<file path="src/rtl/mem_stage.sv">
// ---------------------------------------------------------------------------
// mem_stage -- memory-access pipeline stage (EXE -> MEM -> WB)
//
// Registers the EXE->MEM payload, aligns and extends load data returned by the
// synchronous data SRAM, selects the product half from the shared booth
// multiplier, and drives the MEM->WB bus and the bypass/hazard information
// used by the decode stage.
//
// Handshake: a payload moves from EXE into MEM on a rising edge where
// es2ms_valid & ms_allowin are both 1, and moves from MEM into WB on a rising
// edge where ms2ws_valid & ws_allowin are both 1. The stage always finishes
// in one cycle, so ms_allowin = ~ms_valid | ws_allowin. While MEM holds a
// payload that WB refuses, every register and output is held.
//
// Optional feature (macro MEM_RDATA_BUF_EN):
//   defined     : a 32-bit hold register captures data_sram_rdata on the first
//                 stalled cycle of a load, so the SRAM may be reused by the
//                 next EXE request while the load waits for WB.
//   not defined : data_sram_rdata is used live; it must stay stable while a
//                 load is stalled in MEM.
//
// Ports
//   clk, resetn        clock, asynchronous active-low reset
//   es2ms_valid        EXE payload valid
//   ms_allowin         MEM accepts a payload this cycle
//   es2ms_bus          {pc,alu_op[18:0],alu_result,load_op[4:0],dest,gr_we}
//   es_res_from_mul    EXE instruction is mul.w / mulh.w / mulh.wu
//   mul_result         booth product, valid while the mul instr is in MEM
//   data_sram_rdata    SRAM read data for the load currently in MEM
//   ws_allowin         WB accepts a payload
//   ms2ws_valid        MEM payload valid towards WB
//   ms2ws_bus          {pc,final_result,dest,gr_we}
//   mem_dest           destination register (0 when MEM is empty)
//   mem_rf_we          MEM instr writes the register file
//   mem_fwd_data       final_result for bypassing
//   mem_is_load        MEM instr is a load (load-use hazard detection)
// ---------------------------------------------------------------------------
module mem_stage #(
  parameter int ES2MS_W = 94,
  parameter int MS2WS_W = 70
) (
  input  logic               clk,
  input  logic               resetn,
  input  logic               es2ms_valid,
  output logic               ms_allowin,
  input  logic [ES2MS_W-1:0] es2ms_bus,
  input  logic               es_res_from_mul,
  input  logic [67:0]        mul_result,
  input  logic [31:0]        data_sram_rdata,
  input  logic               ws_allowin,
  output logic               ms2ws_valid,
  output logic [MS2WS_W-1:0] ms2ws_bus,
  output logic [4:0]         mem_dest,
  output logic               mem_rf_we,
  output logic [31:0]        mem_fwd_data,
  output logic               mem_is_load
);

  // -------------------------------------------------------------------------
  // Stage registers
  // -------------------------------------------------------------------------
  logic               ms_valid_q, ms_valid_d;
  logic [ES2MS_W-1:0] es2ms_bus_q, es2ms_bus_d;
  logic               res_from_mul_q, res_from_mul_d;

  always_comb begin
    ms_allowin     = ~ms_valid_q | ws_allowin;
    ms_valid_d     = ms_valid_q;
    es2ms_bus_d    = es2ms_bus_q;
    res_from_mul_d = res_from_mul_q;
    if (ms_allowin) begin
      ms_valid_d = es2ms_valid;
    end
    // A bubble only clears valid; the payload keeps its old value.
    if (es2ms_valid && ms_allowin) begin
      es2ms_bus_d    = es2ms_bus;
      res_from_mul_d = es_res_from_mul;
    end
  end

  always_ff @(posedge clk or negedge resetn) begin
    if (!resetn) begin
      ms_valid_q     <= 1'b0;
      es2ms_bus_q    <= '0;
      res_from_mul_q <= 1'b0;
    end else begin
      ms_valid_q     <= ms_valid_d;
      es2ms_bus_q    <= es2ms_bus_d;
      res_from_mul_q <= res_from_mul_d;
    end
  end

  // -------------------------------------------------------------------------
  // Payload fields
  // -------------------------------------------------------------------------
  logic [31:0] ms_pc;
  logic [18:0] ms_alu_op;
  logic [31:0] ms_alu_result;
  logic [4:0]  ms_load_op;
  logic [4:0]  ms_dest;
  logic        ms_gr_we;
  logic        ms_is_load;

  assign ms_pc         = es2ms_bus_q[93:62];
  assign ms_alu_op     = es2ms_bus_q[61:43];
  assign ms_alu_result = es2ms_bus_q[42:11];
  assign ms_load_op    = es2ms_bus_q[10:6];
  assign ms_dest       = es2ms_bus_q[5:1];
  assign ms_gr_we      = es2ms_bus_q[0];
  assign ms_is_load    = |ms_load_op;

  // -------------------------------------------------------------------------
  // Load word source
  // -------------------------------------------------------------------------
  logic [31:0] load_word;

`ifdef MEM_RDATA_BUF_EN
  logic [31:0] rbuf_q, rbuf_d;
  logic        rbuf_vld_q, rbuf_vld_d;

  always_comb begin
    rbuf_d     = rbuf_q;
    rbuf_vld_d = rbuf_vld_q;
    if (ms_valid_q && ws_allowin) begin
      // The instruction leaves MEM; whatever enters next reads the SRAM live.
      rbuf_vld_d = 1'b0;
    end else if (ms_valid_q && ms_is_load && !ws_allowin && !rbuf_vld_q) begin
      // First stalled cycle: the SRAM still returns this load's word.
      rbuf_d     = data_sram_rdata;
      rbuf_vld_d = 1'b1;
    end
  end

  always_ff @(posedge clk or negedge resetn) begin
    if (!resetn) begin
      rbuf_q     <= '0;
      rbuf_vld_q <= 1'b0;
    end else begin
      rbuf_q     <= rbuf_d;
      rbuf_vld_q <= rbuf_vld_d;
    end
  end

  assign load_word = rbuf_vld_q ? rbuf_q : data_sram_rdata;
`else
  assign load_word = data_sram_rdata;
`endif

  // -------------------------------------------------------------------------
  // Load alignment / extension and result select
  // -------------------------------------------------------------------------
  logic [7:0]  load_byte;
  logic [15:0] load_half;
  logic [31:0] load_data;
  logic [31:0] mul_data;
  logic [31:0] final_result;

  always_comb begin
    unique case (ms_alu_result[1:0])
      2'd0:    load_byte = load_word[7:0];
      2'd1:    load_byte = load_word[15:8];
      2'd2:    load_byte = load_word[23:16];
      default: load_byte = load_word[31:24];
    endcase
    // Misaligned halfword/word accesses simply ignore the low address bits.
    load_half = ms_alu_result[1] ? load_word[31:16] : load_word[15:0];

    if (ms_load_op[0]) begin
      load_data = {{24{load_byte[7]}}, load_byte};
    end else if (ms_load_op[3]) begin
      load_data = {24'h0, load_byte};
    end else if (ms_load_op[1]) begin
      load_data = {{16{load_half[15]}}, load_half};
    end else if (ms_load_op[4]) begin
      load_data = {16'h0, load_half};
    end else begin
      load_data = load_word;
    end

    // mul.w takes the low product word; mulh.w / mulh.wu take the high word.
    mul_data = ms_alu_op[12] ? mul_result[31:0] : mul_result[63:32];

    if (ms_is_load) begin
      final_result = load_data;
    end else if (res_from_mul_q) begin
      final_result = mul_data;
    end else begin
      final_result = ms_alu_result;
    end
  end

  // -------------------------------------------------------------------------
  // Outputs
  // -------------------------------------------------------------------------
  assign ms2ws_valid  = ms_valid_q;
  assign ms2ws_bus    = {ms_pc, final_result, ms_dest, ms_gr_we};
  assign mem_dest     = ms_valid_q ? ms_dest : 5'd0;
  assign mem_rf_we    = ms_valid_q & ms_gr_we;
  assign mem_fwd_data = final_result;
  assign mem_is_load  = ms_valid_q & ms_is_load;

  // Operation bits decoded by other stages and the unused product extension.
  logic unused_bits;
  assign unused_bits = ^{ms_alu_op[18:15], ms_alu_op[11:0], mul_result[67:64]};

endmodule

</file>
<file path="config.mk">
export PLATFORM = sky130hd
export DESIGN_NAME = mem_stage
export DESIGN_NICKNAME = d
export VERILOG_FILES = /design/src/rtl/mem_stage.sv
export SDC_FILE = /design/constraint.sdc
export NUM_CORES = 1
export LEC_CHECK = 0
export BUFFER_PORTS_ARGS = -buffer_cell sky130_fd_sc_hd__buf_4
export CORE_AREA = 2 2 119 121
export CTS_CLUSTER_SIZE = 14
export DETAILED_ROUTE_END_ITERATION = 10
export DIE_AREA = 0 0 121 123
export PLACE_DENSITY = 0.76
export SYNTH_ARGS = -nofsm -noshare
export SYNTH_HDL_FRONTEND = slang
export SYNTH_SLANG_ARGS = --single-unit
export TNS_END_PERCENT = 20
</file>
<file path="constraint.sdc">
create_clock -name clk -period 2.2 [get_ports clk]
set_input_delay 0 -clock clk [delete_from_list [all_inputs] [get_ports clk]]
set_output_delay 0 -clock clk [all_outputs]
set_load 0.01 [all_outputs]
</file>
==> results of run 1 <==
## worst max-delay path, stage by stage, from the launching register on
cell and delay (ns):
dfrtp_2 0.46, nor2_2 0.29, buf_4 0.30, o221ai_1 0.22
a22oi_1 0.34, buf_4 0.19
## layer usage
layer  vias to the layer above  part of all wire [%]
met1                      2244                    37
met4                         0                   2.6
met3                        28                   7.0
met2                       212                    54
li1                       2175                     -
met5                         -                     0
## final timing paths
kind / endpoint / slack (ns) / cells after the start
worst max-delay path: ms2ws_bus[19] / 0.07 / 5
worst max register to register: es2ms_bus_q[10]$_DFFE_PN0P_ / 0.47 / 4
worst min register to register: es2ms_bus_q[23]$_DFFE_PN0P_ / 0.50 / 1
worst min-delay path: ms2ws_valid$_DFFE_PN0N_ / 0.09 / 3
max in group asynchronous: es2ms_bus_q[55]$_DFFE_PN0P_ / 1.02 / 2
min in group asynchronous: es2ms_bus_q[15]$_DFFE_PN0P_ / 0.35 / 2
## Yosys cell counts (all sizes together), types with 2 or more instances
master and number:
inv 2, nor2 9, nand2 28, a31oi 7, mux4 8, a21oi 8
o22ai 8, nand2b 2, buf 90, clkbuf 11, and2 8, dfrtp 78
a22oi 24, mux2 78, o21ai 41, o221ai 8, mux2i 39
## timing repair
action	CTS	global route
pin swaps	0	1
setup endpoints to repair	52	64
resized for setup	3	6
hold buffers	79	0
setup buffers	0	2
endpoints found under the hold margin	156	0
## power groups by stage
stage | logic [mW] | clock network, mW | registers [mW]
final | 2.41 | 1.60 | 1.83
after global routing | 2.57 | 1.71 | 1.86
after CTS | 2.40 | 1.64 | 1.83
after detailed placement | 2.28 | 0 | 1.85
after global placement | 2.23 | 0 | 1.83
after floorplan | 1.45 | 0 | 1.76
## area by class of cell
| type | instances | area, um2 |
|---|---|---|
| Sequential cell | 78 | 1958 |
| Multi-Input combinational cell | 273 | 2323 |
| Clock buffer | 9 | 225.2 |
| Clock inverter | 7 | 98.84 |
| Tap cell | 180 | 225.2 |
| Timing Repair Buffer | 383 | 3126 |
| Inverter | 2 | 7.507 |
| Fill cell | 1134 | 5648 |
## logic make-up after synthesis
family	Yosys count	share of synthesized area (%)
mux	125	29.38
buf+inv	103	13.68
compound gates	99	12.71
flops	78	39.58
simple gates	49	4.643
## state kept, by name (all words and copies together), names as in the netlist
| name | count |
|---|---|
| es2ms_bus_q | 76 |
| res_from_mul_q | 1 |
| ms2ws_valid | 1 |
## per-stage QoR
step | utilization (%) | power [mW] | setup slack (ns)
6_report | 58.51 | 5.839 | 0.06591
5_1_grt | 58.51 | 6.137 | 0.007958
3_3_place_gp | 49.99 | 4.068 | 0.3756
2_1_floorplan | - | 3.210 | 0.4546
4_1_cts | 58.27 | 5.872 | -0.01399
3_5_place_dp | 49.99 | 4.127 | 0.3176
==> metrics.md, run 1 <==
| Metric | Value |
|---|---|
| GR Layer Usage met1 | about a quarter |
| Hold Fails Final Rpt | 0 |
| CTS tree | yes |
| WS Path Type | register to output pin |
| Die ar. | between 10,000 and 15,000 um2 |
| Worst endpoint required time | between 2 and 2.5 ns |
| EDFF count, synth | 0 |
| DRC Markers | 0 |
| Fmax | 0.4686 GHz |
| Reg power frac | a little under a third |
| GR Util met2 | 41.96% |
| Unique cell type count in the Yosys netlist | 25 |
| Initial antenna violation count | 0 |
| GRT busiest layer | met2 |
| Final Slew Violations | 0 |
| DR WL/cell | 18.72 um |
| Worst R2R Start | ms2ws_valid$_DFFE_PN0N_ |
| Power Density | roughly 730 nW/um2 |
| CP max FO | 20 |
| P_int | a little under 4 mW |
| Clk sinks | 78 |
| Starting Density | a little over a third |
| Worst-skew pair later-pin latency | around 0.33 ns |
| IO Pins | 310 |
| Clock network power share | 27.4% |
| Async SR Flop Fraction | 100.0% |
| Leak Pwr | between 3 and 4 nW |
| Dpl cell area | 6804 um2 |
| Syn Inst Count | about 450 |
| Final non-filler cell total | slightly above 900 |
| N_diodes | 0 |
| Post-synth top area share | 39.58% |
| Post-synthesis sequential area ratio | about two fifths |
| Top FF cell, synth | dfrtp_1 |
| # rows | 43 |
| Post-Syn Area per Cell | between 10 and 15 um2 |
| Peak VDD IR | between 400 and 500 uV |
| DP Wirelength | between 10,000 and 15,000 um |
| #FFs+latches synth | 78 |
| CP Data Arrival Time | ~2.1 ns |
| CTS buffer count | 9 |
| Placed insts | around 840 |
| DRT Wirelength | between 15,000 and 20,000 um |
| Warnings from Yosys | 0 |
| RSZ-0062 raised after global routing | no |
| Most common cell after layout, fill and taps aside | buf_4 |
| Global route overflow | 0 |
| Fin Hold WS | around 0.087 ns |
| Synthesized Nets | approximately 650 |
| Fin Clk Skew | 0.005290 ns |
| Die X | 121 um |
| CORE AREA | 13,610 um2 |
| First-pass GRT wire length | between 20,000 and 30,000 um |
| Origin of the worst setup path | es2ms_bus_q[6]$_DFFE_PN0P_ |
| Chip height | between 100 and 150 um |
| Sw Share | between 30% and 40% |
| Comb pwr share | a little over 40% |
| Most frequent cells in the layout | buf_4 (298), dlygate4sd3_1 (79), mux2_2 (78) |
| Vias in the first global route | ~5,000 |
| Design area | between 7000 and 8000 um2 |
| Post-synthesis cell area | 4931 um2 |
| Hold path startpoint | ws_allowin |
| Setup violations, final | 0 |
| Nets | 946 |
| Slew margin rel. | 31.68% |
| PortBufs | around 290 |
| Clock Path Buffers | 2 |
| Max-cap violations | 0 |
| NetSw | 1.876 mW |
| CP Capture Type | output pin |
| GRT Util Overall | 22.72% |
| Minimum clock period | roughly 2.1 ns |
| Met3 usage | ~5.2% |
| Vias | 4,659 |
| Initial DRC count | 178 |
| CP startpoint kind | register |
| Drt pass-1 iters | 4 |
| Clock root cell | clkbuf_16 |
| Clock Pin Slew Worst Setup and Hold Paths | ~0.060 ns |
| Layout area overhead | 61.51% |
| Worst Tran Pin Value | between 1 and 1.5 ns |
| Hold crit path type | input pin to register |
| Status | finished, final reports clean |
| Setup TNS | 0 ns |
| Dominant cell type by area after synthesis | dfrtp_1 |
| Largest net degree at the start of global routing | 79 |
| Final antenna-violating net count | 0 |
| Fraction of layout cells with a size suffix above 1 | 55.32% |
| Final period utilization | between 90% and 100% |
| GP Congestion | ~0.86 |
| Vias per cell | between 4 and 5 |
| Number of H-tree levels | 3 |
| Top post-synthesis cells by area | dfrtp_1 (40%), mux2_2 (18%), buf_4 (11%), mux2i_1 (7.9%), o21ai_0 (4.1%) |
Power figures use the tool's default switching activity.
==> run 2, diff against run 1 <==
MAX_ROUTING_LAYER = met4   (was unset)
==> metrics.md, run 2 (synthesized netlist as in run 1, its figures left out) <==
| Metric | Value |
|---|---|
| CP Data Arrival Time | between 2 and 2.5 ns |
| Number of H-tree levels | 3 |
| RSZ-0062 raised after global routing | no |
| # rows | 43 |
| Setup violations, final | 0 |
| Chip height | around 120 um |
| Leak Pwr | 3.832 nW |
| NetSw | 1.896 mW |
| Power Density | around 740 nW/um2 |
| Vias | roughly 4,700 |
| Peak VDD IR | ~400 uV |
| WS Path Type | register to output pin |
| CTS tree | yes |
| Worst Tran Pin Value | between 1 and 1.5 ns |
| Worst endpoint required time | 2.20 ns |
| DP Wirelength | approximately 13,000 um |
| GP Congestion | just under 0.9 |
| Status | finished, final reports clean |
| DRT Wirelength | 17,550 um |
| Drt pass-1 iters | 4 |
| Largest Register | es2ms_bus_q |
| CTS buffer count | 9 |
| Die ar. | roughly 15,000 um2 |
| Final non-filler cell total | a little over 900 |
| N_diodes | 0 |
| Minimum clock period | roughly 2.1 ns |
| Fin Clk Skew | between 0.006 and 0.007 ns |
| Fmax | approximately 0.47 GHz |
| Clock network power share | 27.6% |
| Hold Fails Final Rpt | 0 |
| CP startpoint kind | register |
| Util after Layout | slightly below 60% |
| Comb pwr share | between 40 and 50% |
| Final period utilization | 96.26% |
| P_int | slightly below 4 mW |
| Sw Share | between 30 and 40% |
| Global route overflow | 0 |
| Hold crit path type | input pin to register |
| Clk sinks | 78 |
| Setup TNS | 0 ns |
| DR WL/cell | 18.85 um |
| Clock Pin Slew Worst Setup and Hold Paths | approximately 0.070 ns |
| CP max FO | 16 |
| Initial DRC count | 159 |
| Nets | ~950 |
| Vias in the first global route | 4,999 |
| Final Slew Violations | 0 |
| GRT Util Overall | 23.69% |
| R2R setup slack | ~0.53 ns |
| Largest net degree at the start of global routing | 79 |
| CP Capture Type | output pin |
| Reg power frac | a little under a third |
| Vias per cell | just over 5 |
| CORE AREA | ~14,000 um2 |
| Fraction of layout cells with a size suffix above 1 | a little under three fifths |
| Placed insts | 835 |
| IO Pins | 310 |
| Clock Path Buffers | 2 |
| Layout area overhead | 61.79% |
| Final antenna-violating net count | 0 |
| Initial antenna violation count | 0 |
| Flip-flop count of the largest register after layout | between 70 and 80 |
| PortBufs | about 290 |
| Clock root cell | clkbuf_16 |
| Starting Density | about 36% |
| First-pass GRT wire length | between 20,000 and 30,000 um |
| Worst-skew pair later-pin latency | approximately 0.33 ns |
| DRC Markers | 0 |
| Most frequent cells in the layout | buf_4 (296), dlygate4sd3_1 (79), mux2_2 (78) |
| Die X | about 120 um |
| Most common cell after layout, fill and taps aside | buf_4 |
| Max-cap violations | 0 |
| Slew margin rel. | between 30% and 40% |
## run 2: what timing repair did
action                     in CTS  in global routing
hold endpoints to repair      156                  0
pin swaps                       0                  1
buffers inserted                0                  1
setup endpoints to repair      18                 60
hold buffers                   79                  0
resized for setup               3                  6
## run 2: path summary, 6_finish.rpt
kind	start	to	depth (start not counted)
worst min-delay path	ws_allowin	ms2ws_valid$_DFFE_PN0N_	3
worst max-delay path	es2ms_bus_q[12]$_DFFE_PN0P_	mem_fwd_data[18]	5
worst max register to register	ms2ws_valid$_DFFE_PN0N_	es2ms_bus_q[10]$_DFFE_PN0P_	4
worst min register to register	es2ms_bus_q[31]$_DFFE_PN0P_	es2ms_bus_q[31]$_DFFE_PN0P_	1
min in group asynchronous	resetn	es2ms_bus_q[15]$_DFFE_PN0P_	2
max in group asynchronous	resetn	res_from_mul_q$_DFFE_PN0P_	2
## run 2: worst max-delay path: stages (launching register included)
cell,delay [ns]
dfrtp_1,0.42
mux4_2,0.57
a32oi_2,0.17
buf_4,0.25
a22oi_1,0.16
buf_4,0.20
## run 2: metrics by stage
stage          setup slack, ns  power, mW  instance area [um2]  hold slack, ns
6_report               0.08227      5.868                 7978         0.05184
5_1_grt                0.01770      6.150                 7978         0.08369
4_1_cts                0.01604      5.882                 7941         0.04889
3_5_place_dp            0.3018      4.136                 6817          0.2288
3_3_place_gp            0.3767      4.073                 6817          0.2104
2_1_floorplan           0.4546      3.210                 4931         -0.2956
## run 2: power groups by stage
stage                     clock network (mW)  logic [mW]  registers (mW)
final                                   1.62        2.42            1.83
after global routing                    1.72        2.57            1.86
after CTS                               1.64        2.41            1.83
after detailed placement                   0        2.28            1.85
after global placement                     0        2.24            1.83
after floorplan                            0        1.45            1.76
## run 2: layout make-up
cell class / count / area [um2]
Timing Repair Buffer: 382 / 3139
Tap cell: 180 / 225.2
Multi-Input combinational cell: 273 / 2323
Clock buffer: 9 / 225.2
Fill cell: 1129 / 5634
Sequential cell: 78 / 1961
Clock inverter: 7 / 96.34
Inverter: 2 / 7.507
## run 2: metal layers
layer	GRT usage, %	vias up	share of wire, %
li1	-	2169	-
met1	25.18	2297	37
met2	44.35	229	54
met3	3.598	31	6.5
met4	8.866	0	2.4
met5	-	-	0
